File: src/rtl/mem_port_arbiter_if.sv
// Bundle of the fetch (I), data (D) and memory-side handshakes of mem_port_arbiter.
// The arbiter connects through the slave modport; the core/memory environment uses master.
interface mem_port_arbiter_if #(
    parameter int AW = 32,
    parameter int DW = 32
);
    logic          i_req;
    logic [AW-1:0] i_addr;
    logic [DW-1:0] i_rdata;
    logic          i_ack;

    logic          d_req;
    logic          d_we;
    logic [AW-1:0] d_addr;
    logic [DW-1:0] d_wdata;
    logic [DW-1:0] d_rdata;
    logic          d_ack;

    logic          m_req;
    logic          m_we;
    logic [AW-1:0] m_addr;
    logic [DW-1:0] m_wdata;
    logic [DW-1:0] m_rdata;
    logic          m_ready;

    logic          busy;
    logic [31:0]   i_wait_cnt;
    logic [31:0]   d_wait_cnt;

    modport slave (
        input  i_req, i_addr, d_req, d_we, d_addr, d_wdata, m_rdata, m_ready,
        output i_rdata, i_ack, d_rdata, d_ack, m_req, m_we, m_addr, m_wdata,
               busy, i_wait_cnt, d_wait_cnt
    );

    modport master (
        output i_req, i_addr, d_req, d_we, d_addr, d_wdata, m_rdata, m_ready,
        input  i_rdata, i_ack, d_rdata, d_ack, m_req, m_we, m_addr, m_wdata,
               busy, i_wait_cnt, d_wait_cnt
    );
endinterface

File: src/rtl/mem_port_arbiter.sv
// Shares one variable-latency memory between the fetch (I) and data (D) ports, D-priority with I anti-starvation.
// Define ARB_PERF_CNT_EN to build the I/D stall-cycle counters; otherwise those outputs read 0.
module mem_port_arbiter #(
    parameter int AW           = 32,
    parameter int DW           = 32,
    parameter int STARVE_LIMIT = 4
) (
    input logic              clk,
    input logic              reset,
    mem_port_arbiter_if.slave bus
);
    localparam logic [1:0] IDLE    = 2'd0;
    localparam logic [1:0] SERVE_I = 2'd1;
    localparam logic [1:0] SERVE_D = 2'd2;

    localparam int            LW    = $clog2(STARVE_LIMIT + 1) + 1;
    localparam logic [LW-1:0] LIMIT = LW'(STARVE_LIMIT);

    logic [1:0]    state;
    logic [LW-1:0] loseCnt;
    logic          mReq;
    logic          mWe;
    logic [AW-1:0] mAddr;
    logic [DW-1:0] mWdata;
    logic          iAck;
    logic          dAck;
    logic [DW-1:0] iRdata;
    logic [DW-1:0] dRdata;

    logic ackCycle;
    logic bothReq;
    logic grantI;
    logic grantD;

    // The ack cycle is spent in IDLE but never grants: it is the mandatory bubble.
    always_comb begin
        ackCycle = iAck | dAck;
        bothReq  = bus.i_req & bus.d_req;
        grantI   = 1'b0;
        grantD   = 1'b0;
        if (state == IDLE && !ackCycle) begin
            if (bothReq) begin
                if (STARVE_LIMIT != 0 && loseCnt == LIMIT) grantI = 1'b1;
                else                                       grantD = 1'b1;
            end else begin
                grantI = bus.i_req;
                grantD = bus.d_req;
            end
        end
    end

    always_ff @(posedge clk) begin
        if (reset) begin
            state   <= IDLE;
            loseCnt <= '0;
            mReq    <= 1'b0;
            mWe     <= 1'b0;
            mAddr   <= '0;
            mWdata  <= '0;
            iAck    <= 1'b0;
            dAck    <= 1'b0;
            iRdata  <= '0;
            dRdata  <= '0;
        end else begin
            iAck <= 1'b0;
            dAck <= 1'b0;
            case (state)
                IDLE: begin
                    if (grantI) begin
                        state   <= SERVE_I;
                        mReq    <= 1'b1;
                        mWe     <= 1'b0;
                        mAddr   <= bus.i_addr;
                        mWdata  <= '0;
                        loseCnt <= '0;
                    end else if (grantD) begin
                        state  <= SERVE_D;
                        mReq   <= 1'b1;
                        mWe    <= bus.d_we;
                        mAddr  <= bus.d_addr;
                        mWdata <= bus.d_wdata;
                        if (bothReq && loseCnt != LIMIT) loseCnt <= loseCnt + 1'b1;
                    end
                end
                SERVE_I: begin
                    if (bus.m_ready) begin
                        state  <= IDLE;
                        mReq   <= 1'b0;
                        iAck   <= 1'b1;
                        iRdata <= bus.m_rdata;
                    end
                end
                SERVE_D: begin
                    if (bus.m_ready) begin
                        state <= IDLE;
                        mReq  <= 1'b0;
                        dAck  <= 1'b1;
                        if (!mWe) dRdata <= bus.m_rdata;
                    end
                end
                default: state <= IDLE;
            endcase
        end
    end

    assign bus.m_req   = mReq;
    assign bus.m_we    = mWe;
    assign bus.m_addr  = mAddr;
    assign bus.m_wdata = mWdata;
    assign bus.i_ack   = iAck;
    assign bus.d_ack   = dAck;
    assign bus.i_rdata = iRdata;
    assign bus.d_rdata = dRdata;
    assign bus.busy    = (state != IDLE);

`ifdef ARB_PERF_CNT_EN
    logic [31:0] iWaitCnt;
    logic [31:0] dWaitCnt;

    // Stall cycles as seen by the core: request up, no ack yet; saturating.
    always_ff @(posedge clk) begin
        if (reset) begin
            iWaitCnt <= '0;
            dWaitCnt <= '0;
        end else begin
            if (bus.i_req && !iAck && iWaitCnt != 32'hFFFF_FFFF) iWaitCnt <= iWaitCnt + 32'd1;
            if (bus.d_req && !dAck && dWaitCnt != 32'hFFFF_FFFF) dWaitCnt <= dWaitCnt + 32'd1;
        end
    end

    assign bus.i_wait_cnt = iWaitCnt;
    assign bus.d_wait_cnt = dWaitCnt;
`else
    assign bus.i_wait_cnt = 32'd0;
    assign bus.d_wait_cnt = 32'd0;
`endif
endmodule

File: src/flat_wrapper.sv
// flat-port wrapper written by rule: the top's interface ports become plain ports
module mem_port_arbiter_flat 
#(
    parameter int AW           = 32,
    parameter int DW           = 32,
    parameter int STARVE_LIMIT = 4
)
  (clk, reset, bus_i_req, bus_i_addr, bus_d_req, bus_d_we, bus_d_addr, bus_d_wdata, bus_m_rdata, bus_m_ready, bus_i_rdata, bus_i_ack, bus_d_rdata, bus_d_ack, bus_m_req, bus_m_we, bus_m_addr, bus_m_wdata, bus_busy, bus_i_wait_cnt, bus_d_wait_cnt);
  mem_port_arbiter_if #(.AW(AW), .DW(DW)) bus_i ();
  input logic clk;
  input logic reset;
  input wire logic [$bits(bus_i.i_req)-1:0] bus_i_req;
  input wire logic [$bits(bus_i.i_addr)-1:0] bus_i_addr;
  input wire logic [$bits(bus_i.d_req)-1:0] bus_d_req;
  input wire logic [$bits(bus_i.d_we)-1:0] bus_d_we;
  input wire logic [$bits(bus_i.d_addr)-1:0] bus_d_addr;
  input wire logic [$bits(bus_i.d_wdata)-1:0] bus_d_wdata;
  input wire logic [$bits(bus_i.m_rdata)-1:0] bus_m_rdata;
  input wire logic [$bits(bus_i.m_ready)-1:0] bus_m_ready;
  output wire logic [$bits(bus_i.i_rdata)-1:0] bus_i_rdata;
  output wire logic [$bits(bus_i.i_ack)-1:0] bus_i_ack;
  output wire logic [$bits(bus_i.d_rdata)-1:0] bus_d_rdata;
  output wire logic [$bits(bus_i.d_ack)-1:0] bus_d_ack;
  output wire logic [$bits(bus_i.m_req)-1:0] bus_m_req;
  output wire logic [$bits(bus_i.m_we)-1:0] bus_m_we;
  output wire logic [$bits(bus_i.m_addr)-1:0] bus_m_addr;
  output wire logic [$bits(bus_i.m_wdata)-1:0] bus_m_wdata;
  output wire logic [$bits(bus_i.busy)-1:0] bus_busy;
  output wire logic [$bits(bus_i.i_wait_cnt)-1:0] bus_i_wait_cnt;
  output wire logic [$bits(bus_i.d_wait_cnt)-1:0] bus_d_wait_cnt;
  assign bus_i.i_req = bus_i_req;
  assign bus_i.i_addr = bus_i_addr;
  assign bus_i.d_req = bus_d_req;
  assign bus_i.d_we = bus_d_we;
  assign bus_i.d_addr = bus_d_addr;
  assign bus_i.d_wdata = bus_d_wdata;
  assign bus_i.m_rdata = bus_m_rdata;
  assign bus_i.m_ready = bus_m_ready;
  assign bus_i_rdata = bus_i.i_rdata;
  assign bus_i_ack = bus_i.i_ack;
  assign bus_d_rdata = bus_i.d_rdata;
  assign bus_d_ack = bus_i.d_ack;
  assign bus_m_req = bus_i.m_req;
  assign bus_m_we = bus_i.m_we;
  assign bus_m_addr = bus_i.m_addr;
  assign bus_m_wdata = bus_i.m_wdata;
  assign bus_busy = bus_i.busy;
  assign bus_i_wait_cnt = bus_i.i_wait_cnt;
  assign bus_d_wait_cnt = bus_i.d_wait_cnt;
  mem_port_arbiter #(.AW(AW), .DW(DW), .STARVE_LIMIT(STARVE_LIMIT)) u_core (.clk(clk), .reset(reset), .bus(bus_i));
endmodule
File: config.mk
export PLATFORM = sky130hd
export DESIGN_NAME = mem_port_arbiter_flat
export DESIGN_NICKNAME = d
export VERILOG_FILES = /design/src/rtl/mem_port_arbiter_if.sv /design/src/rtl/mem_port_arbiter.sv /design/src/flat_wrapper.sv
export SDC_FILE = /design/constraint.sdc
export NUM_CORES = 1
export LEC_CHECK = 0
export BUFFER_PORTS_ARGS = -buffer_cell sky130_fd_sc_hd__buf_2
export CELL_PAD_IN_SITES_DETAIL_PLACEMENT = 0
export CELL_PAD_IN_SITES_GLOBAL_PLACEMENT = 2
export CORE_ASPECT_RATIO = 1.25
export CORE_MARGIN = 3
export CORE_UTILIZATION = 23
export CTS_CLUSTER_SIZE = 14
export DETAILED_ROUTE_END_ITERATION = 16
export GPL_ROUTABILITY_DRIVEN = 0
export GPL_TIMING_DRIVEN = 0
export PLACE_DENSITY_LB_ADDON = 0.25
export SYNTH_ARGS = -nofsm -noshare
export SYNTH_HDL_FRONTEND = slang
export SYNTH_SLANG_ARGS = --single-unit
export TNS_END_PERCENT = 100
File: constraint.sdc
create_clock -name clk -period 2.4 [get_ports clk]
set_clock_uncertainty 0.05 [all_clocks]
set_input_delay 0.36 -clock clk [delete_from_list [all_inputs] [get_ports clk]]
set_output_delay 0.36 -clock clk [all_outputs]
set_load 0.01 [all_outputs]
==> summary.txt <==
STA
  • Final hold vios: 0
  • Fin crit period: 2.19 ns
  • Slew headroom: 62.1%
  • Final setup violation count: 0
  • FMAX: 456 MHz
  • Min setup slack post-route: 0.206 ns
  • Final setup TNS: 0 ns
  • Worst slew pin tran: 0.568 ns
  • RSZ-0062 raised after global routing: no
  • Final period util: 91.4%
  • Final Max Tran Viols: 0

Worst hold path
  • HP Start: bus_d_wdata[18]
  • Hold Path Class: input pin to register

Detailed routing
  • DR WL/cell: 14.2 microns
  • DR vias: 5565
  • DRC viols: 0
  • 1st-iter DRT viols: 134
  • Via density: 4.03
  • DR pass1 iterations: 4
  • Post-route ant nets: 0
  • Final WL: 19700 microns

GRT
  • Initial antenna violation count: 0
  • GR Util All Layers: 14.2%
  • Vias in the first global route: 5464
  • Global-route wire length before repair: 30100 microns
  • Largest net degree at the start of global routing: 17
  • Grt ovf: 0

Power
  • Leak pwr: 4.12 nW
  • Worst vdd ir: 0.000411 V
  • Pwr Total: 7.48 mW
  • Power density over cell area: 896 nW/um^2

Logic synthesis
  • Compound-cell area share of the yosys netlist: 13.8%
  • Top-area cell type share of the netlist area: 47.8%
  • Asr flop ratio synth: 0%
  • Post-synthesis sequential area ratio: 47.8%
  • Top_reg_cell synth: dfxtp_1
  • Top cells by area, synth: dfxtp_1, nand2_1, buf_4
  • Adder-cell share of the synthesized area: 1.30%
  • Post-Syn Area: 5780 sq um
  • Cells after synthesis: 693
  • Library cells used by synthesis: 38
  • Largest area contributor in the netlist: dfxtp_1
  • Synth warnings: 0
  • Main combinational cell family by area after synthesis: simple AND/OR/NAND/NOR gates
  • Post-synthesis mux area share: 5.74%
  • Post-synthesis area per instance: 8.34 sq um
  • #FFs+latches synth: 138
  • EDFF count, synth: 0
  • Post-Synth Simple-Gate Area: 17.6%
  • Xor-xnor portion of the synthesized cell area: 0.303%

Clock network
  • CTS resizes: 0
  • Cts hold-fix bufs: 0
  • Clk Tree Root Cell: clkbuf_16
  • H-tree depth: 4
  • Clock Latency Late Sink: 0.41 ns
  • TritonCTS clock tree: yes
  • Inserted Clock Buffers: 17
  • Count of clock tree sinks: 138
  • CTS Buffer Depth: 2
  • Setup Fix Bufs, Post-CTS: 0
  • Reg clk slew, reported paths: 0.06 ns

Place
  • Input/output buffers: 265
  • Place WS: 0.199 ns
  • Hpwl dp: 15700 microns

Die
  • Die ar.: 27100 sq um
  • Core ar.: 24600 sq um
  • Initial Utilization: 23.5%
  • Die width: 148 microns
  • Row count: 64
  • IO Count: 331
  • Die Y: 183 microns

Critical path
  • Crit path buf inv count: 1
  • Worst setup SP type: register
  • Critical Path AT: 2.44 ns
  • Req. time, crit path: 2.65 ns
  • Crit-path max cell delay: 0.38 ns
  • RR Startpoint: u_core.state[1]
  • Slowest cell on crit path: dfxtp_1
  • CP Capture Type: register
  • CP cell instances: inv_1 > ha_1 > nor2b_1 > and4b_1 > a211oi_1 > mux2_1
  • Crit path max-delay family: simple AND/OR/NAND/NOR gates
  • Crit Path Class: register to register
  • Critical path fanouts, max: 6
  • Setup crit start: u_core.state[1]

Cells and area
  • Multi-input logic area: 2480 sq um
  • Synth-to-layout area growth: 44.7%
  • Nets: 1180
  • Register area: 2760 sq um
  • Share of layout cells above drive strength 1: 36.2%
  • Filler cells: 2730
  • Ant. Diodes: 0
  • Most frequent cells in the layout: buf_2, nand2_1, dfxtp_1
  • Commonest non-fill, non-tap cell in the layout: buf_2

Run
  • Max-cap viol count: 0

Status
  • Status: completed
## Yosys cell counts (3+ instances only)
| master | instances |
|---|---|
| inv_1 | 6 |
| nand2_1 | 197 |
| clkbuf_1 | 28 |
| nand3_1 | 3 |
| mux2i_1 | 32 |
| buf_4 | 73 |
| a21oi_1 | 99 |
| dfxtp_1 | 138 |
| a211oi_1 | 33 |
| ha_1 | 6 |
| buf_2 | 5 |
| nor2_1 | 42 |
## flip-flops by register name, summed over array words and instances (netlist names)
signal / flops
u_core.bus.m_we: 1
u_core.bus.m_wdata: 32
u_core.bus.d_rdata: 32
u_core.bus.m_addr: 32
u_core.bus.d_ack: 1
u_core.bus.i_ack: 1
u_core.state: 2
u_core.loseCnt: 4
u_core.bus.m_req: 1
u_core.bus.i_rdata: 32
## worst min-delay path: cells and delay by family
family                 cells  cell delay (ns)
buffers and inverters      1             0.09
AND/OR/NAND/NOR            1             0.04
AO/OA/AOI/OAI              1             0.05
## routing by layer
layer / routed length [microns] / GRT usage (%) / up-vias
met2: 10100 / 25.1 / 191
met4: 402 / 4.81 / 0
met5: 0 / 0 / -
li1: - / - / 2839
met1: 7840 / 16.1 / 2516
met3: 1340 / 4.45 / 19
## metrics by stage
stage | hold WS [ns] | util [%] | area, sq um | instances
2_1_floorplan | 0.412 | - | 6010 | 756
3_3_place_gp | 0.389 | 31.5 | 7750 | 1351
3_5_place_dp | 0.394 | 31.5 | 7750 | 1351
4_1_cts | 0.108 | 34.0 | 8360 | 1382
5_1_grt | 0.110 | 34.0 | 8360 | 1382
6_report | 0.128 | 34.0 | 8360 | 1382
## where the power goes
group | internal, mW | switching (mW)
Combinational | 0.816 | 1.19
Clock | 1.67 | 1.06
Sequential | 2.60 | 0.149
## cells by family after synthesis
logic type	after synthesis
AO/OA/AOI/OAI	139
XOR/XNOR	2
adder cells (fa/ha/maj)	6
buffers and inverters	118
flip-flops	138
multiplexers	33
other	1
AND/OR/NAND/NOR	256
## final timing paths
path,slack (ns),to,cells past startpoint
worst min-delay path,0.13,u_core.bus.m_wdata[18],3
worst max-delay path,0.21,u_core.bus.m_req,6
worst max register to register,0.21,u_core.bus.m_req,6
worst min register to register,0.40,u_core.bus.d_rdata[24],2
## area by class of cell
cell class	count	share of cell area, %
plain buffers	112	9.00
clock buffers	18	5.25
clock inverters	13	1.99
inverters	6	0.269
multi-input cells	500	29.6
flip-flops and latches	138	33.1
well taps	330	4.94
repair buffers	265	15.9
Note: power is estimated with default switching activity, not from simulation.
